### config.mk
export PLATFORM = sky130hd
export DESIGN_NAME = escaner_teclado
export DESIGN_NICKNAME = d
export VERILOG_FILES = /design/src/rtl/escaner_teclado.sv
export SDC_FILE = /design/constraint.sdc
export NUM_CORES = 1
export LEC_CHECK = 0
export ABC_AREA = 1
export CORE_AREA = 2 2 88 90
export DETAILED_ROUTE_END_ITERATION = 10
export DIE_AREA = 0 0 90 92
export GPL_TIMING_DRIVEN = 0
export PLACE_DENSITY = 0.55
export SYNTH_ARGS = -nofsm -noshare
export SYNTH_HDL_FRONTEND = slang
export SYNTH_SLANG_ARGS = --single-unit
### constraint.sdc
create_clock -name clk -period 1.9 [get_ports clk]
set_input_delay 0.57 -clock clk [delete_from_list [all_inputs] [get_ports clk]]
set_output_delay 0.57 -clock clk [all_outputs]
set_load 0.1 [all_outputs]
### src/rtl/escaner_teclado.sv
// Matrix keypad scanner: strobes one active-low column at a time, debounces the
// press and the release of the first key found, and offers its code to a consumer.
module escaner_teclado #(
    parameter int FILAS           = 4,
    parameter int COLUMNAS        = 4,
    parameter int SCAN_DIV        = 1000,
    parameter int DEBOUNCE_CYCLES = 50000,
    parameter int DEFAULT_CODE    = 3,
    localparam int RW = $clog2(FILAS),
    localparam int CW = $clog2(COLUMNAS),
    localparam int NW = RW + CW
) (
    input  logic                clk,
    input  logic                rst_n,
    input  logic [FILAS-1:0]    filas_in,
    input  logic                ack_in,
    output logic [COLUMNAS-1:0] columnas_out,
    output logic [NW-1:0]       num_out,
    output logic                valid_out,
    output logic                hold_out,
    output logic [1:0]          dbg_state_out
);

    // Handshake: valid_out rises together with a new num_out and stays high until
    // ack_in is sampled high on a clock edge; ack_in while valid_out is low is ignored.

    localparam int MAX_CNT = (SCAN_DIV > DEBOUNCE_CYCLES) ? SCAN_DIV : DEBOUNCE_CYCLES;
    localparam int CNTW    = $clog2(MAX_CNT + 1);
    localparam logic [CNTW-1:0] SCAN_LAST = CNTW'(SCAN_DIV - 1);
    localparam logic [CNTW-1:0] DEB_LAST  = CNTW'(DEBOUNCE_CYCLES - 1);
    localparam logic [CNTW-1:0] CNT_ONE   = CNTW'(1);
    localparam logic [NW-1:0]   DEF_CODE  = NW'(DEFAULT_CODE);
    localparam logic [CW-1:0]   COL_LAST  = CW'(COLUMNAS - 1);

    typedef enum logic [1:0] {
        ST_SCAN         = 2'd0,
        ST_DEBOUNCE     = 2'd1,
        ST_PRESSED      = 2'd2,
        ST_RELEASE_WAIT = 2'd3
    } state_t;

    state_t                r_state;
    logic [CW-1:0]         r_col;
    logic [CNTW-1:0]       r_cnt;
    logic [RW-1:0]         r_row;
    logic [FILAS-1:0]      r_pat;
    logic [COLUMNAS-1:0]   r_columnas;
    logic [NW-1:0]         r_num;
    logic                  r_valid;
    logic                  r_hold;

    logic [RW-1:0]         w_row;
    logic                  w_any;
    logic [CW-1:0]         w_col_next;

    function automatic logic [COLUMNAS-1:0] strobe(input logic [CW-1:0] c);
        logic [COLUMNAS-1:0] v;
        v = '1;
        v[c] = 1'b0;
        return v;
    endfunction

    // Descending loop so the lowest-index low row is the one left in w_row.
    always_comb begin
        w_row = '0;
        w_any = 1'b0;
        for (int i = FILAS - 1; i >= 0; i--) begin
            if (!filas_in[i]) begin
                w_row = RW'(i);
                w_any = 1'b1;
            end
        end
    end

    assign w_col_next = (r_col == COL_LAST) ? '0 : r_col + CW'(1);

    always_ff @(posedge clk) begin
        if (!rst_n) begin
            r_state    <= ST_SCAN;
            r_col      <= '0;
            r_cnt      <= '0;
            r_row      <= '0;
            r_pat      <= '1;
            r_columnas <= strobe('0);
            r_num      <= DEF_CODE;
            r_valid    <= 1'b0;
            r_hold     <= 1'b0;
        end else begin
            case (r_state)
                ST_SCAN: begin
                    if (r_cnt == SCAN_LAST) begin
                        r_cnt <= '0;
                        if (w_any) begin
                            r_row   <= w_row;
                            r_pat   <= filas_in;
                            r_state <= ST_DEBOUNCE;
                        end else begin
                            r_col      <= w_col_next;
                            r_columnas <= strobe(w_col_next);
                        end
                    end else begin
                        r_cnt <= r_cnt + CNT_ONE;
                    end
                end
                ST_DEBOUNCE: begin
                    if (filas_in != r_pat) begin
                        r_cnt      <= '0;
                        r_col      <= w_col_next;
                        r_columnas <= strobe(w_col_next);
                        r_state    <= ST_SCAN;
                    end else if (r_cnt == DEB_LAST) begin
                        r_cnt   <= '0;
                        r_num   <= {r_row, r_col};
                        r_valid <= 1'b1;
                        r_hold  <= 1'b1;
                        r_state <= ST_PRESSED;
                    end else begin
                        r_cnt <= r_cnt + CNT_ONE;
                    end
                end
                // Release is deliberately not looked at until the code is acknowledged.
                ST_PRESSED: begin
                    if (ack_in) begin
                        r_valid <= 1'b0;
                        r_cnt   <= '0;
                        r_state <= ST_RELEASE_WAIT;
                    end
                end
                ST_RELEASE_WAIT: begin
                    if (!(&filas_in)) begin
                        r_cnt <= '0;
                    end else if (r_cnt == DEB_LAST) begin
                        r_cnt      <= '0;
                        r_hold     <= 1'b0;
                        r_num      <= DEF_CODE;
                        r_col      <= '0;
                        r_columnas <= strobe('0);
                        r_state    <= ST_SCAN;
                    end else begin
                        r_cnt <= r_cnt + CNT_ONE;
                    end
                end
                default: r_state <= ST_SCAN;
            endcase
        end
    end

    assign columnas_out  = r_columnas;
    assign num_out       = r_num;
    assign valid_out     = r_valid;
    assign hold_out      = r_hold;
    assign dbg_state_out = r_state;

endmodule

### Yosys cells after proc, flatten, opt, wreduce, memory -nomap -nowiden

Cells that the tools add are included.

* bits in registers: 36
* input bits: 7
* logic and storage cells: 89

* $add $sub $neg: 2
* order comparisons: 2
* equal/unequal tests: 17
* multiplexer cells: 47
* bitwise gates (word level): 1
* reductions and logical operators: 11

Operator list (count)
* $mux W16: 5
* $pmux W16 S4: 1
* $mux W4: 9
* $mux W2: 15
* $ne A2 B2 Y1 const B: 9
* $add A16 B1 Y16 const B: 1
* $eq A16 B10 Y1 const B: 1
* $eq A16 B16 Y1 const B: 1
* $pmux W4 S3: 1
* $reduce_and A6 Y1: 2
* $mux W1: 10
* $pmux W2 S4: 1
* $pmux W4 S2: 1
* $reduce_and A4 Y1: 2
* $eq A2 B2 Y1 const B: 3
* $pmux W2 S3: 1
* $reduce_and A5 Y1: 1
* $ne A4 B4 Y1: 1
* $not A4 Y4: 1
* $pmux W1 S2: 2
* $reduce_bool A2 Y1: 2
* $lt A2 B3 Y1 const B: 1
* $ne A3 B3 Y1 const B: 1
* $reduce_and A3 Y1: 1
* other kinds (7): 7

### Longest topological paths before layout

* word-level depth: 10
* gate-level depth with buffers: 13
* depth with buffers taken out: 13

### Worst setup path after synthesis

Ideal clock, no wire load.

* path type: reg2reg
* start point: reg r_state[0] (netlist: dbg_state_out[0])
* end point: reg r_columnas[0] (netlist: columnas_out[0])
* setup time: 115 ps
* arrival time: 2265 ps
* required time: 1785 ps
* slack: -480 ps
* cell stages (with the launch flop): 11
* path buffers: 0
* clock period less this slack: 2380 ps
* cell sequence: dfxtp_1 inv_1 ha_1 inv_1 nor2_1 a21oi_2 nand2_1 and2b_4 nand2_2 nand2_1 nor2_2

* word-level cells in the longest chain between the ends: 3

Ends and longest elaborated chain
* start: declaration: RTL line 42 `state_t r_state;`
* start signal: assignment: RTL line 79 `r_state <= ST_SCAN;`
* start signal: assignment: RTL line 96 `r_state <= ST_DEBOUNCE;`
* start signal: assignment: RTL line 110 `r_state <= ST_SCAN;`
* $eq A2 B1 Y1 (tied with other cells): RTL line 89 `case (r_state)`
* $ne A2 B2 Y1 (no source line) / $reduce_bool A3 Y1 (equally long branches)
* $reduce_and A6 Y1 (no source line)
* end signal: assignment: RTL line 84 `r_columnas <= strobe('0);`
* end signal: assignment: RTL line 99 `r_columnas <= strobe(w_col_next);`
* end signal: assignment: RTL line 109 `r_columnas <= strobe(w_col_next);`
* end: declaration: RTL line 47 `logic [COLUMNAS-1:0] r_columnas;`

Several ways; a longest one is shown, not always the timed one.
A chain may end at the register's enable or synchronous reset.

### Worst setup path after layout

* start point: reg r_state[0] (netlist: dbg_state_out[0])
* end point: out dbg_state_out[0]

RTL lines
* end: declaration: RTL line 21 `output logic [1:0] dbg_state_out`

No word-level cell between the ends.

==> results.cfg <==
[timing]
finalCritPeriodShare_pct = 95.03
setup_ws_ns = 0.09434
slew_violations = 0
skew_ns = 0.01340
rsz0062_at_grt = no
finalSetupViolCount = 0
relSlewSlack_pct = 63.58
finalCriticalPeriod_ns = 1.806
timing.fmax_mhz = 553.8
finalHoldViolations = 0
tightest_slew_ns = 0.5489

[synth]
synth_area_leader_cell = dfxtp_1
seq_area_frac_synth_pct = 33.45
synth_edf_count = 0
synthCells = 291
synth.area.top_cells = dfxtp_1 (33%), nand2_1 (11%), nor2_4 (6.8%)
synth.top_cell.area_share_pct = 33.45
async_flop_share_pct = 0
syn_area_sq_um = 2155
avgSynthCellArea_sq_um = 7.404
ys_warn_count = 0
ys_ff_latch = 36
ys_types = 34
syn_nets = 308
synth_ff_type = dfxtp_1

[worst_setup_path]
critPathKind = flip-flop to output pin
cpLargestDelayFamily = buffers and inverters
crit_cells = 1
cp-end-kind = output pin
crit_required_ns = 1.33
cpPeakStageDelay_ns = 0.56
reg2reg_depth = 9
critPathMaxFanout = 7
rrSetupSlack_ns = 0.17
r2r_start = dbg_state_out[0]
critPathLaunch = dbg_state_out[0]
path_cells = clkdlybuf4s15_2
cp_slowest_cell = clkdlybuf4s15_2
crit_arrival_ns = 1.24
cp_num_buf_inv = 1
cp-start-kind = flip-flop

[route]
wl_per_cell_microns = 10.22
ant_nets = 0
dr.pass1.iters = 4
drc_errors = 0
vias = 1819
drt_iter0_drc = 102
vias_per_cell = 4.310
wl_mm = 4.311

[power_and_ir_drop]
powerDensity_nw_per_um2 = 747.7
switchingPower_w = 0.0006518
leakagePower_nw = 1.087
ir_drop_mv = 0.3333
p_total_w = 0.001989
clkPwrFrac_pct = 33.3
p_comb_share_pct = 25.0
p_seq_share_pct = 41.7
swShare_pct = 32.77
p_int_w = 0.001337

[global_route]
grt_pass1_vias = 1812
grt_max_degree = 12
track_usage_pct = 11.35
grt.overflow.total = 0
grtUsageMet1_pct = 14.21
antenna_found_initial = 0
busiest_layer = met2
grt_util_met3_pct = 2.876
grtUsageMet2_pct = 18.86
grt_pass1_wl_mm = 7.728

[clock_network]
cts.sink_count = 36
cts_buffers = 5
cts-hold-fix-buffers = 0
htree_levels = 2
cts_tree = built
cts-root-buf = clkbuf_8
cts_buffer_depth = 2
cts.clk_slew.worst_paths_ns = 0.08
clk_latency_ns = 0.29

[cells_and_area]
syn_to_final_growth_pct = 23.46
drive_gt1_share_pct = 24.69
fin_nets = 336
n_antenna_cell = 0

[place]
portBuffers = 18
post-place-ws_ns = -0.4050
dp_hpwl_mm = 3.240
routabilityCongestion = 0.7738

[floorplanning]
core-area_sq_um = 7447
io_pins = 19
start_util_pct = 28.93
die_w_microns = 90
rows = 32
die-area_sq_um = 8280
die_h_microns = 92

[worst_hold_path]
hp-start = hold_out
min_path_type = flip-flop to flip-flop
holdPathStages = 2

[outcome]
outcome = complete, no violations

[job]
maxCapViolations = 0
==> state kept, by name, summed over array words and instances (netlist names), named ones only <==
signal	cells
num_out	4
r_pat	4
columnas_out	4
r_col	2
hold_out	1
r_row	2
r_cnt	16
valid_out	1
dbg_state_out	1
==> per-layer routing <==
layer | vias to the layer above | wire [microns]
li1 | 966 | -
met1 | 818 | 2194
met2 | 28 | 1867
met3 | 7 | 182
met4 | 0 | 65
met5 | - | 0
==> layout make-up <==
class | instances | area (sq um)
sequential | 36 | 730.7
multi-input combinational | 209 | 1281
clock inverter | 2 | 35.03
buffer | 3 | 32.53
fill | 841 | 4787
clock buffer | 6 | 72.57
inverter | 43 | 165.2
tap | 102 | 127.6
timing repair buffer | 21 | 215.2
==> synth_stat cells, drive strengths merged, types with 2 or more instances <==
cell type,number
nand2,68
nor2,53
inv,39
dfxtp,36
nand3,20
a21oi,14
xor2,12
ha,10
o21ai,10
nand4,8
nor3,5
clkinv,4
buf,3
o22ai,2
==> placed cells by master, fill, tap and decap left out, types with 3 or more instances in the layout <==
cell,netlist,layout
nand2_1,61,59
inv_1,34,34
dfxtp_1,36,32
nor2_1,32,31
nand3_1,17,17
nor2_4,13,14
a21oi_1,13,13
clkdlybuf4s15_2,0,12
xor2_1,12,10
ha_1,10,9
nor2_2,8,8
nand2_2,6,8
o21ai_0,8,8
nand4_1,7,7
inv_2,5,5
clkbuf_8,0,5
buf_4,0,4
clkinv_1,4,3
nor3_1,3,3
==> power groups by stage <==
stage / clock, W / combinational [W] / sequential (W)
global route: 0.000723 / 0.000541 / 0.000837
CTS: 0.000690 / 0.000496 / 0.000828
detailed placement: 0 / 0.000498 / 0.000845
global placement: 0 / 0.000494 / 0.000844
finish: 0.000662 / 0.000497 / 0.000830
floorplan: 0 / 0.000286 / 0.000954
==> kinds of logic after synthesis <==
| family | share of synthesized area (%) |
|---|---|
| mux | 0.4646 |
| compound gates | 6.852 |
| xor+xnor | 5.285 |
| flops | 33.45 |
| buf+inv | 8.885 |
| simple gates | 39.26 |
| fa+ha+maj | 5.807 |
==> through the flow <==
step	setup TNS (ns)	hold WS, ns	cells	utilization (%)	area [sq um]
3_3_place_gp	-11.71	0.4576	411	33.17	2470
4_1_cts	0	0.4735	419	34.93	2601
6_report	0	0.4697	422	35.72	2660
5_1_grt	0	0.4945	422	35.72	2660
3_5_place_dp	-11.73	0.4604	411	33.17	2470
2_1_floorplan	0	0.4456	291	-	2162
==> worst paths after layout <==
| kind | to |
|---|---|
| setup reg to reg | r_cnt[15] |
| hold / removal | hold_out |
| setup / recovery | dbg_state_out[0] |
| hold reg to reg | hold_out |
==> repair_timing <==
action | in CTS | in global routing
setup endpoints to repair | 30 | 21
pin swaps | 0 | 1
gates cloned | 0 | 0
endpoints found under the hold margin | 0 | 0
gates resized for setup | 42 | 13
setup buffers | 0 | 3
(Power assumes the default switching activity.)
